File: config.mk
export PLATFORM = sky130hd
export DESIGN_NAME = regfile_write_arbiter_flat
export DESIGN_NICKNAME = d
export VERILOG_FILES = /design/src/rtl/regfile_write_arbiter_if.sv /design/src/rtl/regfile_write_arbiter.sv /design/src/flat_wrapper.sv
export SDC_FILE = /design/constraint.sdc
export NUM_CORES = 1
export LEC_CHECK = 0
export BUFFER_PORTS_ARGS = -buffer_cell sky130_fd_sc_hd__buf_2
export CORE_MARGIN = 2
export CORE_UTILIZATION = 44
export DETAILED_ROUTE_END_ITERATION = 10
export HOLD_SLACK_MARGIN = 0.05
export PLACE_DENSITY_LB_ADDON = 0.12
export SYNTH_ARGS = -nofsm -noshare
export SYNTH_HDL_FRONTEND = slang
export SYNTH_SLANG_ARGS = --single-unit
File: constraint.sdc
create_clock -name clk -period 2.2 [get_ports clk]
set_clock_uncertainty 0.15 [all_clocks]
set_input_delay 0.66 -clock clk [delete_from_list [all_inputs] [get_ports clk]]
set_output_delay 0.66 -clock clk [all_outputs]
set_load 0.02 [all_outputs]
File: src/rtl/regfile_write_arbiter_if.sv
// Write-port sharing bundle: two writeback requesters, clear control,
// and the registered register-file write port.
// Ports: a_*/b_* valid/reg/data with ready back, clr_start/clr_busy,
//   RegWrite/WriteReg/WriteData toward the register file.
interface regfile_write_arbiter_if #(
    parameter int DATA_W = 16,
    parameter int ADDR_W = 3
);
    logic              a_valid;
    logic [ADDR_W-1:0] a_reg;
    logic [DATA_W-1:0] a_data;
    logic              a_ready;
    logic              b_valid;
    logic [ADDR_W-1:0] b_reg;
    logic [DATA_W-1:0] b_data;
    logic              b_ready;
    logic              clr_start;
    logic              clr_busy;
    logic              RegWrite;
    logic [ADDR_W-1:0] WriteReg;
    logic [DATA_W-1:0] WriteData;

    modport master (
        output a_valid, a_reg, a_data,
        input  a_ready,
        output b_valid, b_reg, b_data,
        input  b_ready,
        output clr_start,
        input  clr_busy,
        input  RegWrite, WriteReg, WriteData
    );

    modport slave (
        input  a_valid, a_reg, a_data,
        output a_ready,
        input  b_valid, b_reg, b_data,
        output b_ready,
        input  clr_start,
        output clr_busy,
        output RegWrite, WriteReg, WriteData
    );
endinterface

File: src/rtl/regfile_write_arbiter.sv
// Round-robin arbiter sharing one register-file write port between ALU (A)
// and load (B) writeback, with a sweep that zeroes every register.
// Ports: clk, rst_n (async, active low), wb (slave side of the bundle).
module regfile_write_arbiter #(
    parameter int DATA_W = 16,
    parameter int ADDR_W = 3,
    parameter int NREG   = 8
) (
    input logic                  clk,
    input logic                  rst_n,
    regfile_write_arbiter_if.slave wb
);
    typedef enum logic {ARB, CLEAR} state_t;

    localparam logic [ADDR_W-1:0] LAST = ADDR_W'(NREG - 1);

    state_t            state;
    logic              last_b;
    logic [ADDR_W-1:0] clr_cnt;
    logic              arb_on;
    logic              a_rdy;
    logic              b_rdy;

    // On a tie the requester that did not win last time is served.
    always_comb begin
        arb_on = (state == ARB) && !wb.clr_start;
        a_rdy  = arb_on && wb.a_valid
                 && (!wb.b_valid || last_b);
        b_rdy  = arb_on && wb.b_valid
                 && (!wb.a_valid || !last_b);
    end

    assign wb.a_ready = a_rdy;
    assign wb.b_ready = b_rdy;

    // clr_cnt tracks the index currently on WriteReg during a sweep, so the
    // first zeroing write is issued on the edge that enters CLEAR.
    always_ff @(posedge clk or negedge rst_n) begin
        if (!rst_n) begin
            state        <= ARB;
            last_b       <= 1'b1;
            clr_cnt      <= '0;
            wb.clr_busy  <= 1'b0;
            wb.RegWrite  <= 1'b0;
            wb.WriteReg  <= '0;
            wb.WriteData <= '0;
        end else begin
            unique case (state)
                ARB: begin
                    if (wb.clr_start) begin
                        state        <= CLEAR;
                        wb.clr_busy  <= 1'b1;
                        clr_cnt      <= '0;
                        wb.RegWrite  <= 1'b1;
                        wb.WriteReg  <= '0;
                        wb.WriteData <= '0;
                    end else if (a_rdy) begin
                        wb.RegWrite  <= 1'b1;
                        wb.WriteReg  <= wb.a_reg;
                        wb.WriteData <= wb.a_data;
                        last_b       <= 1'b0;
                    end else if (b_rdy) begin
                        wb.RegWrite  <= 1'b1;
                        wb.WriteReg  <= wb.b_reg;
                        wb.WriteData <= wb.b_data;
                        last_b       <= 1'b1;
                    end else begin
                        wb.RegWrite  <= 1'b0;
                    end
                end
                CLEAR: begin
                    if (clr_cnt == LAST) begin
                        state       <= ARB;
                        wb.clr_busy <= 1'b0;
                        clr_cnt     <= '0;
                        wb.RegWrite <= 1'b0;
                    end else begin
                        clr_cnt      <= clr_cnt + 1'b1;
                        wb.RegWrite  <= 1'b1;
                        wb.WriteReg  <= clr_cnt + 1'b1;
                        wb.WriteData <= '0;
                    end
                end
            endcase
        end
    end
endmodule

File: src/flat_wrapper.sv
// flat-port wrapper written by rule: the top's interface ports become plain ports
module regfile_write_arbiter_flat 
#(
    parameter int DATA_W = 16,
    parameter int ADDR_W = 3,
    parameter int NREG   = 8
)
  (clk, rst_n, wb_a_valid, wb_a_reg, wb_a_data, wb_a_ready, wb_b_valid, wb_b_reg, wb_b_data, wb_b_ready, wb_clr_start, wb_clr_busy, wb_RegWrite, wb_WriteReg, wb_WriteData);
  regfile_write_arbiter_if #(.DATA_W(DATA_W), .ADDR_W(ADDR_W)) wb_i ();
  input logic clk;
  input logic rst_n;
  input wire logic [$bits(wb_i.a_valid)-1:0] wb_a_valid;
  input wire logic [$bits(wb_i.a_reg)-1:0] wb_a_reg;
  input wire logic [$bits(wb_i.a_data)-1:0] wb_a_data;
  output wire logic [$bits(wb_i.a_ready)-1:0] wb_a_ready;
  input wire logic [$bits(wb_i.b_valid)-1:0] wb_b_valid;
  input wire logic [$bits(wb_i.b_reg)-1:0] wb_b_reg;
  input wire logic [$bits(wb_i.b_data)-1:0] wb_b_data;
  output wire logic [$bits(wb_i.b_ready)-1:0] wb_b_ready;
  input wire logic [$bits(wb_i.clr_start)-1:0] wb_clr_start;
  output wire logic [$bits(wb_i.clr_busy)-1:0] wb_clr_busy;
  output wire logic [$bits(wb_i.RegWrite)-1:0] wb_RegWrite;
  output wire logic [$bits(wb_i.WriteReg)-1:0] wb_WriteReg;
  output wire logic [$bits(wb_i.WriteData)-1:0] wb_WriteData;
  assign wb_i.a_valid = wb_a_valid;
  assign wb_i.a_reg = wb_a_reg;
  assign wb_i.a_data = wb_a_data;
  assign wb_a_ready = wb_i.a_ready;
  assign wb_i.b_valid = wb_b_valid;
  assign wb_i.b_reg = wb_b_reg;
  assign wb_i.b_data = wb_b_data;
  assign wb_b_ready = wb_i.b_ready;
  assign wb_i.clr_start = wb_clr_start;
  assign wb_clr_busy = wb_i.clr_busy;
  assign wb_RegWrite = wb_i.RegWrite;
  assign wb_WriteReg = wb_i.WriteReg;
  assign wb_WriteData = wb_i.WriteData;
  regfile_write_arbiter #(.DATA_W(DATA_W), .ADDR_W(ADDR_W), .NREG(NREG)) u_core (.clk(clk), .rst_n(rst_n), .wb(wb_i));
endmodule
==> impl_metrics.json, run 1 <==
{
  "grt_pass1_wl_um": 4671,
  "fin_util": 0.6230,
  "finalSetupViolCount": 0,
  "crit_type": "flop to primary output",
  "final_max_slew_viol_count": 0,
  "grt_pass1_vias": 1085,
  "place_hpwl_um": 2042,
  "drc": 0,
  "power_mw": 1.867,
  "drv_cap": 0,
  "tritoncts": "built",
  "p_leak_nw": 0.9365,
  "dieWidth_um": 57.81,
  "yosys_register_bits": 26,
  "synthArstFlopShare": 1.000,
  "post_cts_buffers": 0,
  "rsz0062_at_grt": "true",
  "ctsLongestPathBuffers": 2,
  "fin_crit_sh": 0.9810,
  "yosysWarnings": 0,
  "r2r_end": "u_core.wb.WriteData[1]",
  "finalWorstSetupSlack_ps": 41.74,
  "crit_path_start_kind": "flop",
  "relSlewSlack": 0.6202,
  "cp_data_required_time_ps": 1390,
  "cts_buffers": 3,
  "path_clk_slew_ps": 150,
  "wl_met3_um": 210,
  "outcome": "finished clean",
  "rrSetupSlack_ps": 350,
  "root_buffer": "clkbuf_4",
  "wl_met1_um": 1135,
  "yosysMostFrequentCell": "dfrtp_1",
  "ys.flop_type": "dfrtp_1",
  "synth.distinct_cells": 26,
  "synth.avg_cell_area_um2": 10.53,
  "hold_class": "input pin to asynchronous set/reset pin",
  "tightestPinTransition_ps": 569.7,
  "start_util": 0.4619,
  "ir_drop_uv": 881.1,
  "place_ws_ps": 136.4,
  "overflow": 0,
  "routed_wl_um": 2707,
  "worst-r2r-cell-count": 6,
  "ys_top_cells_by_count": "dfrtp_1 (25), nand2_1 (20), mux2i_1 (16)",
  "crit_path_end_kind": "primary output",
  "avgViaCountPerCell": 5.101,
  "io_buffers": 65,
  "synth_area_um2": 1274,
  "dieArea_um2": 3341,
  "grt_max_degree": 27,
  "postSynthCellCount": 121,
  "drtPass1Iterations": 4,
  "antenna_found_initial": 0,
  "yosysTopAreaCell": "dfrtp_1",
  "seq_area_frac_synth": 0.5118,
  "synthesis.nets": 166,
  "wire_per_inst_um": 12.42,
  "pin_count": 66,
  "max_freq_ghz": 0.4633,
  "diodes": 0,
  "arrival_ps": 1350,
  "layout-drive-gt1-share": 0.4973,
  "r2r-start": "u_core.clr_cnt[0]",
  "core_region_area_um2": 2758,
  "topRoutingLayerUsed": "met4",
  "synth_top_area_frac": 0.4912,
  "hold_violations": 0,
  "wl_met2_um": 1347,
  "area_growth_pct": 34.87,
  "std_cell_rows": 19,
  "finalSetupTns_ps": 0,
  "fillCellCount": 249,
  "worstSkewPairLatency_ps": 320,
  "track_usage": 0.1774,
  "drtIter0Drc": 22,
  "ys_top_cells_by_area": "dfrtp_1 (49%), mux2i_1 (13%), o21ai_2 (6.2%)",
  "place_congestion": 0.7786,
  "vias": 1112,
  "ant_nets": 0,
  "clock-sinks": 26,
  "powerDensity_nw_per_um2": 1087,
  "synth-edff-count": 0,
  "layout_min_cycle_time_ps": 2158,
  "cts_max_level": 1,
  "nets": 233,
  "worstPathMaxFanout": 4,
  "die_y_um": 57.81
}
## sequential cells by signal, summed over array words and instances, names as in the netlist
| name | cells |
|---|---|
| u_core.clr_cnt | 3 |
| u_core.last_b | 1 |
| u_core.wb.RegWrite | 1 |
| u_core.wb.WriteReg | 3 |
| u_core.wb.clr_busy | 1 |
| u_core.state | 1 |
| u_core.wb.WriteData | 16 |
## worst max-delay path by stage
stage                       start         end  slack, ps  cells after the start
finish              u_core.last_b  wb_a_ready         40                      4
global route        u_core.last_b  wb_a_ready        -30                      4
CTS                 u_core.last_b  wb_a_ready         10                      4
detailed placement   wb_clr_start  wb_b_ready        140                      5
global placement     wb_clr_start  wb_b_ready        150                      5
floorplan            wb_clr_start  wb_b_ready         20                      4
## critical path, cell delays in order (launching register included)
cell and delay [ps]:
dfstp_2 580, nand2b_4 140, nand2_4 60, nor3_4 120, buf_6 140
## per-stage QoR
stage / instances / hold WS, ps / instance area (um2)
after floorplan: 121 / 214.4 / 1285
after global routing: 218 / 184.5 / 1718
after CTS: 218 / 173.7 / 1692
after global placement: 214 / 306.6 / 1637
after detailed placement: 214 / 314.4 / 1637
final: 218 / 160.5 / 1718
## metal layers
| layer | vias up | global-route usage |
|---|---|---|
| li1 | 555 | - |
| met1 | 515 | 0.2274 |
| met2 | 40 | 0.3101 |
| met3 | 2 | 0.02902 |
| met4 | 0 | 0.04983 |
| met5 | - | 0 |
## cell type report
| type | count | area (um2) | area share |
|---|---|---|---|
| Clock buffer | 3 | 22.52 | 0.01311 |
| Timing Repair Buffer | 68 | 354.1 | 0.2061 |
| Multi-Input combinational cell | 86 | 605.6 | 0.3525 |
| Tap cell | 31 | 38.79 | 0.02258 |
| Inverter | 3 | 13.76 | 0.008012 |
| Clock inverter | 1 | 30.03 | 0.01748 |
| Sequential cell | 26 | 653.1 | 0.3802 |
## power breakdown
part           internal (mW)  switching (mW)
Sequential             0.630           0.110
Combinational          0.344           0.461
Clock                  0.184           0.139
Total                   1.16           0.709
## cells in the final DEF (no fill, tap or decap), types with 2 or more instances in the layout
cell / count
clkbuf_4: 3
nor2_1: 4
nand2_4: 2
nand2_1: 19
o21ai_0: 7
ha_1: 2
inv_1: 2
buf_2: 64
nand3_1: 6
o22ai_1: 4
dfrtp_1: 24
o21ai_2: 9
buf_4: 3
a21oi_1: 2
mux2i_1: 16
a31oi_1: 4
## cell families (layout without fill, tap and decap cells)
kind of cell,count (synthesis),count (layout),share of synthesized area
AOI/OAI and AO/OA,29,29,0.1513
adders and majority gates,2,2,0.01964
buffers and inverters,9,75,0.03831
DFF,26,26,0.5118
muxes,18,18,0.1464
and+or+nand+nor,37,37,0.1326
## repair_timing
item,4_1_cts,5_1_grt
resized for setup,1,6
setup endpoints to repair,1,2
hold buffers,0,0
gates cloned,0,0
(Power assumes the default switching activity.)
==> inputs of run 2 (changes only) <==
--- a/config.mk
+++ b/config.mk
@@ -9,6 +9,7 @@
 export CORE_MARGIN = 2
 export CORE_UTILIZATION = 44
 export DETAILED_ROUTE_END_ITERATION = 10
+export GPL_ROUTABILITY_DRIVEN = 0
 export HOLD_SLACK_MARGIN = 0.05
 export PLACE_DENSITY_LB_ADDON = 0.12
 export SYNTH_ARGS = -nofsm -noshare
==> constraint.sdc (replaced) <==
create_clock -name clk -period 2.45 [get_ports clk]
set_clock_uncertainty 0.15 [all_clocks]
set_input_delay 0.735 -clock clk [delete_from_list [all_inputs] [get_ports clk]]
set_output_delay 0.735 -clock clk [all_outputs]
set_load 0.02 [all_outputs]
==> run 2 against run 1 <==
Compared with the run above:
- hold slack better by 72 ps
- highest routed layer unchanged
- sequential share of layout area grew 0.95 points
- register-to-register slack better by 230 ps
- design area decreased by 2.6%
- total power shrank 15%
- die area did not move
- sequential power shrank 13%
- wire length increased by 3.4%
- clock power fell by 33%
- cell count increased by 0.46%
- worst setup slack better by 100 ps
==> impl_metrics.json, run 2 (synthesis results as in run 1) <==
{
  "ctsHoldBuffers": 0,
  "placed_area_um2": 1637,
  "dieArea_um2": 3341,
  "cp_data_required_time_ps": 1560,
  "ant_nets": 0,
  "use_met3": 0.03125,
  "fin_area_um2": 1673,
  "layout-drive-gt1-share": 0.4734,
  "wire_per_inst_um": 12.78,
  "vias": 1133,
  "max_freq_ghz": 0.4337,
  "diodes": 0,
  "cts_max_level": 1,
  "std_cell_rows": 19,
  "use_met2": 0.3198,
  "avgViaCountPerCell": 5.174,
  "area_growth_pct": 31.34,
  "place_hpwl_um": 2129,
  "ctsLongestPathBuffers": 2,
  "overflow": 0,
  "cts_buffers": 3,
  "fin_crit_sh": 0.9411,
  "drv_cap": 0,
  "outcome": "finished clean",
  "layout_min_cycle_time_ps": 2306,
  "die_y_um": 57.81,
  "drtIter0Drc": 31,
  "tightestPinTransition_ps": 556.7,
  "path_clk_slew_ps": 140,
  "powerDensity_nw_per_um2": 950.4,
  "arrival_ps": 1420,
  "nets": 234,
  "start_util": 0.4619,
  "root_buffer": "clkbuf_4",
  "rrSetupSlack_ps": 580,
  "largest_register": "u_core.wb.WriteData",
  "antenna_found_initial": 0,
  "place_inst": 215,
  "io_buffers": 65,
  "finalSetupViolCount": 0,
  "track_usage": 0.1806,
  "clock-sinks": 26,
  "power_mw": 1.590,
  "finalSetupTns_ps": 0,
  "hold_violations": 0,
  "largest_reg_flops": 16,
  "cts_resized": 0,
  "pin_count": 66,
  "crit_path_end_kind": "primary output",
  "grt_pass1_vias": 1062,
  "drc": 0,
  "tritoncts": "built",
  "drtPass1Iterations": 4,
  "routed_wl_um": 2799,
  "met1_usage": 0.2183,
  "rsz0062_at_grt": "false",
  "grt_max_degree": 27,
  "ir_drop_uv": 698.4,
  "holdWs_ps": 232.7,
  "worstSkewPairLatency_ps": 320,
  "worstPathMaxFanout": 4,
  "p_leak_nw": 0.9192,
  "crit_type": "flop to primary output",
  "instances_no_fill": 219,
  "final_cell_mix": "buf_2 (65), dfrtp_1 (25), nand2_1 (20)",
  "crit_path_start_kind": "flop",
  "top_usage_layer": "met2",
  "layout_commonest_cell": "buf_2",
  "grt_pass1_wl_um": 4588,
  "final_max_slew_viol_count": 0,
  "relSlewSlack": 0.6288,
  "post_cts_buffers": 0,
  "hold_class": "input pin to asynchronous set/reset pin",
  "top_regs": "u_core.wb.WriteData (16), u_core.clr_cnt (3), u_core.wb.WriteReg (3)",
  "dieWidth_um": 57.81,
  "core_region_area_um2": 2758
}
[run 2: final timing paths]
path,startpoint,to,cells after the start
setup / recovery,u_core.last_b,wb_a_ready,4
hold / removal,rst_n,u_core.wb.RegWrite,1
setup reg to reg,u_core.clr_cnt[0],u_core.wb.WriteData[3],6
hold reg to reg,u_core.wb.WriteData[8],u_core.wb.WriteData[8],2
max in group asynchronous,rst_n,u_core.last_b,1
min in group clk,u_core.wb.WriteData[8],u_core.wb.WriteData[8],2
[run 2: critical path, cell delays in order (launching register included)]
cell      delay (ps)
dfstp_2          590
nand2b_1         130
nand2_1           80
nor3_1           120
buf_2            190
[run 2: layout make-up]
class	instances	area, um2
clock buffer	4	36.28
fill	253	1085
inverter	3	13.76
multi-input combinational	86	576.8
sequential	26	651.9
tap	31	38.79
timing repair buffer	69	355.3
[run 2: per-layer routing]
| layer | share of wire | vias to the layer above | routed length [um] |
|---|---|---|---|
| met3 | 0.082 | 4 | 229 |
| met2 | 0.49 | 46 | 1375 |
| met5 | 0 | - | 0 |
| li1 | - | 562 | - |
| met1 | 0.41 | 521 | 1161 |
| met4 | 0.012 | 0 | 33 |
[run 2: power by group]
group          switching (mW)  internal, mW
Clock                   0.126        0.0908
Sequential             0.0759         0.564
Combinational           0.427         0.306
[run 2: per-stage QoR]
stage	util	setup slack, ps
after floorplan	-	11.99
after global placement	0.5935	253.0
after detailed placement	0.5935	229.9
after CTS	0.6066	125.4
after global routing	0.6066	32.65
final	0.6066	144.3
